File: src/rtl/sdp_be_write_packer.sv
// sdp_be_write_packer
// Byte-stream to masked-word write packer for a byte-enabled SDP RAM write port.
// Bytes aimed at the same word are merged into one masked write. A write is
// issued on word change, full mask, s_last, or (optionally) idle timeout.
// Optional feature macro: SDP_BE_PACK_TIMEOUT_EN enables the idle-timeout flush.
module sdp_be_write_packer #(
  parameter int  WABITS    = 10,
  parameter int  WDBITS    = 32,
  parameter int  BYTEWIDTH = 8,
  parameter int  TIMEOUT   = 15,
  localparam int NBYTES    = WDBITS / BYTEWIDTH,
  localparam int LB        = (NBYTES > 1) ? $clog2(NBYTES) : 1
) (
  input  logic                 clk,
  input  logic                 rst_n,
  input  logic                 s_valid,
  output logic                 s_ready,
  input  logic [WABITS+LB-1:0] s_addr,
  input  logic [BYTEWIDTH-1:0] s_data,
  input  logic                 s_last,
  input  logic                 m_hold,
  output logic                 we,
  output logic [WABITS-1:0]    wa,
  output logic [WDBITS-1:0]    wd,
  output logic [NBYTES-1:0]    be,
  output logic                 pending,
  output logic [15:0]          wr_count
);

  typedef enum logic {ST_EMPTY, ST_ACC} state_t;

  state_t              r_state;
  logic [WABITS-1:0]   r_word;
  logic [NBYTES-1:0]   r_mask;
  logic [WDBITS-1:0]   r_data;
  logic                r_flush_next;
  logic                r_rdy_en;
  logic                r_we;
  logic [WABITS-1:0]   r_wa;
  logic [WDBITS-1:0]   r_wd;
  logic [NBYTES-1:0]   r_be;
  logic [15:0]         r_wr_count;

  logic                w_accept;
  logic                w_same;
  logic [WABITS-1:0]   w_word;
  logic [LB-1:0]       w_lane;
  logic [NBYTES-1:0]   w_lane_oh;
  logic [WDBITS-1:0]   w_lane_ins;
  logic [WDBITS-1:0]   w_lane_keep;
  logic [NBYTES-1:0]   w_mrg_mask;
  logic [WDBITS-1:0]   w_mrg_data;

  logic                w_emit;
  logic [WABITS-1:0]   w_e_wa;
  logic [NBYTES-1:0]   w_e_mask;
  logic [WDBITS-1:0]   w_e_data;
  state_t              w_nx_state;
  logic [WABITS-1:0]   w_nx_word;
  logic [NBYTES-1:0]   w_nx_mask;
  logic [WDBITS-1:0]   w_nx_data;
  logic                w_nx_flush;

`ifdef SDP_BE_PACK_TIMEOUT_EN
  localparam int TW = (TIMEOUT > 1) ? $clog2(TIMEOUT + 1) : 1;
  logic [TW-1:0] r_timer;
  logic          w_timeout;
  assign w_timeout = (r_state == ST_ACC) && (r_timer == TW'(TIMEOUT));
`else
  // Timer absent in this build; TIMEOUT is kept only for a stable parameter list.
  logic w_timeout_unused;
  assign w_timeout_unused = (TIMEOUT != 0);
`endif

  // Input is stalled during reset recovery, while the RAM port is borrowed,
  // and for the one cycle a deferred s_last word is being flushed.
  assign s_ready  = r_rdy_en && !m_hold && !r_flush_next;
  assign w_accept = s_valid && s_ready;
  assign w_same   = (r_state == ST_ACC) && (w_word == r_word);

  // Decode the incoming beat's lane and build the merged word image.
  always_comb begin
    w_word      = s_addr[WABITS+LB-1:LB];
    w_lane      = s_addr[LB-1:0];
    w_lane_oh   = '0;
    w_lane_ins  = '0;
    w_lane_keep = '1;
    for (int unsigned i = 0; i < NBYTES; i++) begin
      if (w_lane == LB'(i)) begin
        w_lane_oh[i]                          = 1'b1;
        w_lane_ins[i*BYTEWIDTH +: BYTEWIDTH]  = s_data;
        w_lane_keep[i*BYTEWIDTH +: BYTEWIDTH] = '0;
      end
    end
    // Mask/data are cleared whenever the packer empties, so merging into an
    // empty packer yields exactly the new single-byte word.
    w_mrg_mask = r_mask | w_lane_oh;
    w_mrg_data = (r_data & w_lane_keep) | w_lane_ins;
  end

  // Decide this cycle's write and the next pending word.
  always_comb begin
    w_emit     = 1'b0;
    w_e_wa     = r_word;
    w_e_mask   = r_mask;
    w_e_data   = r_data;
    w_nx_state = r_state;
    w_nx_word  = r_word;
    w_nx_mask  = r_mask;
    w_nx_data  = r_data;
    w_nx_flush = r_flush_next;
    if (r_flush_next) begin
      if (!m_hold) begin
        w_emit     = 1'b1;
        w_nx_state = ST_EMPTY;
        w_nx_mask  = '0;
        w_nx_data  = '0;
        w_nx_flush = 1'b0;
      end
    end else if (w_accept) begin
      if ((r_state == ST_EMPTY) || w_same) begin
        if ((&w_mrg_mask) || s_last) begin
          w_emit     = 1'b1;
          w_e_wa     = w_word;
          w_e_mask   = w_mrg_mask;
          w_e_data   = w_mrg_data;
          w_nx_state = ST_EMPTY;
          w_nx_mask  = '0;
          w_nx_data  = '0;
        end else begin
          w_nx_state = ST_ACC;
          w_nx_word  = w_word;
          w_nx_mask  = w_mrg_mask;
          w_nx_data  = w_mrg_data;
        end
      end else begin
        // Word change: retire the old word now; a new word that must also
        // be flushed goes out on the following cycle to keep arrival order.
        w_emit     = 1'b1;
        w_nx_state = ST_ACC;
        w_nx_word  = w_word;
        w_nx_mask  = w_lane_oh;
        w_nx_data  = w_lane_ins;
        w_nx_flush = s_last || (&w_lane_oh);
      end
    end
`ifdef SDP_BE_PACK_TIMEOUT_EN
    else if (w_timeout && !m_hold) begin
      w_emit     = 1'b1;
      w_nx_state = ST_EMPTY;
      w_nx_mask  = '0;
      w_nx_data  = '0;
    end
`endif
  end

  // Packer state and registered RAM write port.
  always_ff @(posedge clk or negedge rst_n) begin
    if (!rst_n) begin
      r_state      <= ST_EMPTY;
      r_word       <= '0;
      r_mask       <= '0;
      r_data       <= '0;
      r_flush_next <= 1'b0;
      r_rdy_en     <= 1'b0;
      r_we         <= 1'b0;
      r_wa         <= '0;
      r_wd         <= '0;
      r_be         <= '0;
      r_wr_count   <= '0;
    end else begin
      r_rdy_en     <= 1'b1;
      r_state      <= w_nx_state;
      r_word       <= w_nx_word;
      r_mask       <= w_nx_mask;
      r_data       <= w_nx_data;
      r_flush_next <= w_nx_flush;
      r_we         <= w_emit;
      if (w_emit) begin
        r_wa       <= w_e_wa;
        r_be       <= w_e_mask;
        r_wd       <= w_e_data;
        r_wr_count <= r_wr_count + 16'd1;
      end else begin
        r_be       <= '0;
        r_wd       <= '0;
      end
    end
  end

`ifdef SDP_BE_PACK_TIMEOUT_EN
  // Idle timer: counts non-accepting cycles while a word is pending, saturating.
  always_ff @(posedge clk or negedge rst_n) begin
    if (!rst_n) begin
      r_timer <= '0;
    end else if (w_accept || (r_state != ST_ACC)) begin
      r_timer <= '0;
    end else if (r_timer != TW'(TIMEOUT)) begin
      r_timer <= r_timer + 1'b1;
    end
  end
`endif

  assign we       = r_we;
  assign wa       = r_wa;
  assign wd       = r_wd;
  assign be       = r_be;
  assign pending  = (r_state == ST_ACC);
  assign wr_count = r_wr_count;

endmodule

File: config.mk
export PLATFORM = sky130hd
export DESIGN_NAME = sdp_be_write_packer
export DESIGN_NICKNAME = d
export VERILOG_FILES = /design/src/rtl/sdp_be_write_packer.sv
export SDC_FILE = /design/constraint.sdc
export NUM_CORES = 1
export LEC_CHECK = 0
export CAP_MARGIN = 25
export CORE_MARGIN = 2
export CORE_UTILIZATION = 63
export CTS_CLUSTER_SIZE = 10
export DETAILED_ROUTE_END_ITERATION = 12
export DONT_BUFFER_PORTS = 1
export GPL_TIMING_DRIVEN = 0
export PLACE_DENSITY_LB_ADDON = 0.12
export SLEW_MARGIN = 20
export SYNTH_ARGS = -nofsm -noshare
export SYNTH_HDL_FRONTEND = slang
export SYNTH_SLANG_ARGS = --single-unit
File: constraint.sdc
create_clock -name clk -period 2.74 [get_ports clk]
set_clock_uncertainty 0.15 [all_clocks]
set_input_delay 0 -clock clk [delete_from_list [all_inputs] [get_ports clk]]
set_output_delay 0 -clock clk [all_outputs]
set_load 0.02 [all_outputs]
-- After elaboration in Yosys (flattened, before gate mapping)
Cells that the tools add are included.
- bits in registers: 112
- latch bits: 0
- bits in writable memories: 0
- logic and storage cells: 90
- memories kept: 0
- bits in read-only memories: 0
- output and inout port bits: 65
- input bits: 25
- $mul: 0
- add/subtract/negate cells: 1
- mux-type cells: 52
- divide/modulo/power cells: 0
- bitwise operators: 5
- $lt $le $gt $ge: 0
- reduce and logical (&&, ||, !) cells: 15
- shifts and indexed selects: 0
- eq/ne operators: 6
- operators by type and width (cell ; count):
    $mux W32 ; 10
    $mux W8 ; 8
    $mux W10 ; 6
    $mux W4 ; 10
    $and A32 B32 Y32 ; 1
    $or A32 B32 Y32 ; 1
    $mux W1 ; 18
    $add A16 B1 Y16 const B ; 1
    $eq A10 B10 Y1 ; 1
    $reduce_and A4 Y1 ; 2
    $eq A2 B2 Y1 const B ; 2
    $logic_and A1 B1 Y1 ; 4
    $ne A2 B2 Y1 const B ; 2
    $or A4 B4 Y4 ; 1
    $logic_or A1 B1 Y1 ; 3
    $reduce_and A3 Y1 ; 1
    $eq A2 B1 Y1 const B ; 1
    $logic_not A1 Y1 ; 2
    $logic_not A2 Y1 ; 1
    $not A1 Y1 ; 2
    $reduce_and A2 Y1 ; 1
    $reduce_bool A2 Y1 ; 1

-- Longest topological paths before layout
- word-level depth: 10
- depth in mapped cells: 8
- gate-level depth less buffers: 7

-- Worst setup path before layout
No wires, ideal clock.
- path type: reg-to-reg
- start: register r_flush_next
- end: register r_wr_count[11], in the netlist wr_count[11]
- period minus slack after synthesis: 2162 ps
- setup slack: 578 ps
- buffers on the path: 1
- arrival time: 1933 ps
- library setup time: 80 ps
- cell stages (with the launch flop): 8
- data required time: 2510 ps
- path through: dfrtp_1 > nor3b_2 > nand2_1 > nand2_1 > o31ai_4 > buf_4 > nor3_1 > xor2_1
- longest elaborated chain between the ends: 5
- ends and longest elaborated chain (item ; line ; source):
    start, declared ; 36 ; logic r_flush_next;
    start signal, assigned ; 177 ; r_flush_next <= w_nx_flush;
    $logic_not A1 Y1 ; 77 ; assign s_ready = r_rdy_en && !m_hold && !r_flush_next;
    $logic_and A1 B1 Y1 ; 77 ;
    net s_ready ; 17 ; output logic s_ready,
    $logic_and A1 B1 Y1 ; 78 ; assign w_accept = s_valid && s_ready;
    $mux W1 ; 120 ; end else if (w_accept) begin
    $mux W1 ; 112 ; if (r_flush_next) begin
    end signal, assigned ; 183 ; r_wr_count <= r_wr_count + 16'd1;
    end, declared ; 42 ; logic [15:0] r_wr_count;
The timed path passes the listed nets, and every way through them passes these cells.
A chain may end at the register's enable or synchronous reset.

-- Worst setup path in the final report
- start: register r_word[0]
- end: register r_word[0]
- longest elaborated chain between the ends: 5
- elaborated cells between the ends (all ways): 6
- ends and longest elaborated chain (item ; line ; source):
    start, declared ; 33 ; logic [WABITS-1:0] r_word;
    start signal, assigned ; 174 ; r_word <= w_nx_word;
    $eq A10 B10 Y1 * ; 79 ; assign w_same = (r_state == ST_ACC) && (w_word == r_word);
    $logic_and A1 B1 Y1 * ; 79 ;
    $logic_or A1 B1 Y1 * ; 121 ; if ((r_state == ST_EMPTY) || w_same) begin
    $ne A2 B2 Y1 (no line) ; - ;
    $reduce_and A3 Y1 (no line) ; - ;
Every way passes the cells marked *; elsewhere a longest branch is shown, timed or not.

==> results.tsv <==
metric	value	unit
ys_types	40	
fmaxAchievable	0.3933	GHz
clk_path_buf_depth	2	
sw_frac_of_total	0.2940	
post_cts_resized	0	
syn_area_per_cell	12.23	um2
cts.reportedPaths.clkPinSlew	110	ps
final_antenna_net_count	0	
rsz0062_at_grt	false	
io_buffers	0	
worstMarginPinSlew	501.3	ps
fin_setup_tns	0	ps
critPathTopFamily	compound AO/OA/AOI/OAI gates	
h-tree-depth	3	
leakage	0.002605	uW
cts_tree	done	
grt_start_max_net_pins	113	
synth_top_area_share	0.5953	
syn_area	4708	um2
violations	negative hold slack	
hp-class	in2async	
clock-root-buffer	clkbuf_8	
worstPathCellList	xnor2_1 > nand4_1 > o31ai_4 > a21oi_2 > mux2_2 > dlygate4sd3_1	
die-area	8181	um2
wl_per_cell	17.80	um
p_comb_frac	0.128	
pwr-share-seq	0.590	
vias	3063	
dieHeight	90.45	um
maxCapViolations	0	
synth_fp_nets	411	
post-route-min-period	2542	ps
critPathMaxFanout	7	
grt_pass1_wl	15810	um
seqCellArea	2803	um2
multi_input_area	1768	um2
wl	9307	um
synthCells	385	
grt_antenna_before_repair	0	
diodes	0	
yosys-top-cells-area	dfrtp_1 60%, mux2i_1 6.8%, a22o_1 6.0%, nor2_1 4.5%, xnor2_1 3.3%	
start_util	0.6491	
gp_congestion	0.8214	
critPathMaxStageDelay	550	ps
finalSetupViolCount	0	
core-area	7253	um2
clkLatencyLatePin	370	ps
worst-endpoint-arrival	2660	ps
grt_use_total	0.2410	
ios	90	
synth_most_common_cell	dfrtp_1	
cts_buffers	9	
synth_edf_count	0	
outcome	complete, but fails checks	
slew_violations	0	
postCtsHoldBufs	23	
p_total	3636	uW
p_int	2567	uW
critPathLaunchType	register	
areaGrowthSynthToFinish	12.09	%
final_net_count	445	
grt_pass1_vias	3147	
critPathRequiredTime	2850	ps
seq_area_frac_synth	0.5953	
drive_above_1_share	0.1368	
hold_violations	112	
cpMaxStageDelayCell	dlygate4sd3_1	
overflow	0	
viasPerCell	5.857	
yosysTopAreaCell	dfrtp_1	
power_density	688.9	nW/um2
critPathKind	reg2reg	
drc	0	
async_flop_share	1.000	
relSlewSlack	0.6644	
cp.buffers_inverters	1	
p_clk_frac	0.282	
rows	31	
cts.sinks	112	
fin_crit_sh	0.9279	
dominantRegCellSynth	dfrtp_1	
endpoint_kind	register	
firstDrtPassIters	4	
holdWs	-840.2	ps
ys_warn_count	0	
ys_ff_latch	112	
fillers	527	
p_switching	1069	uW
ir_drop	0.5351	mV
fp.dieW	90.45	um
synth_common_cells	112 x dfrtp_1, 56 x nor2_1, 32 x a22o_1, 32 x mux2i_1, 18 x xnor2_1	
first_iter_violations	147	
dpl.hpwl	6015	um
cts_setup_buffers	0	
metrics by stage:
stage | utilization | cell area, um2 | instances | setup slack (ps) | hold WS, ps
floorplan | - | 4708 | 385 | 577.5 | -445.6
global placement | 0.6662 | 4832 | 484 | 345.9 | -443.5
detailed placement | 0.6662 | 4832 | 484 | 279.3 | -443.2
CTS | 0.7276 | 5278 | 523 | 205.5 | -850.3
global route | 0.7276 | 5278 | 523 | 97.54 | -854.4
finish | 0.7276 | 5278 | 523 | 197.6 | -840.2
flip-flops by register name, indices dropped and copies added, names as in the netlist:
name and flops:
pending 1, wr_count 16, wa 10, we 1, r_word 10, r_mask 4
wd 32, r_rdy_en 1, be 4, r_flush_next 1, r_data 32
path summary, 6_finish.rpt:
| kind | from | cells after the start | slack (ps) | end |
|---|---|---|---|---|
| hold reg to reg | r_mask[0] | 1 | 340 | r_mask[0] |
| max in group asynchronous | rst_n | 0 | 3110 | r_mask[3] |
| setup reg to reg | r_word[0] | 6 | 200 | r_word[0] |
| hold / removal | rst_n | 0 | -840 | wa[9] |
| min in group clk | s_addr[0] | 4 | 40 | r_mask[0] |
| setup / recovery | r_word[0] | 6 | 200 | r_word[0] |
final cells by class:
class	instances	area share
Tap cell	99	0.02347
Inverter	5	0.003556
Clock inverter	5	0.01209
Buffer	24	0.02252
Multi-Input combinational cell	244	0.3350
Clock buffer	11	0.02869
Sequential cell	112	0.5311
Timing Repair Buffer	23	0.04362
worst reg2reg max path, cell delays in order (launching register included):
cell and delay [ps]:
dfrtp_1 420, xnor2_1 180, nand4_1 190, o31ai_4 470, a21oi_2 180, mux2_2 290, dlygate4sd3_1 550
cells in the final DEF (no fill, tap or decap), types with 6 or more instances in the layout:
master and instances:
a22o_1 32, nand2_1 16, mux2_2 10, dfrtp_1 112
dlygate4sd3_1 23, nand3_1 8, nand4_1 6, clkbuf_1 8
buf_2 14, xnor2_1 18, o22ai_1 10, xor2_1 7
clkbuf_8 11, nor2_1 56, mux2i_1 32
cell families after synthesis:
logic type                 Yosys count  synth area share
xor gates and xnor gates            25           0.04651
DFF                                112            0.5953
other                                1         0.0007965
AOI/OAI and AO/OA                   64            0.1241
adders and majority gates            1          0.002657
muxes                               42           0.09195
buffers and inverters               29           0.02923
and+or+nand+nor                    111            0.1095
power groups by stage:
stage	clock network, uW	logic [uW]	registers (uW)
after global placement	0	414	2170
final	1030	466	2140
after detailed placement	0	430	2170
after CTS	1050	464	2140
after global routing	1110	522	2170
after floorplan	0	359	2130
metal layers:
layer / track usage / share of wire
met1: 0.3506 / 0.47
met2: 0.3772 / 0.47
met3: 0.04424 / 0.046
met4: 0.06923 / 0.011
met5: 0 / 0
Note: power is estimated with default switching activity, not from simulation.
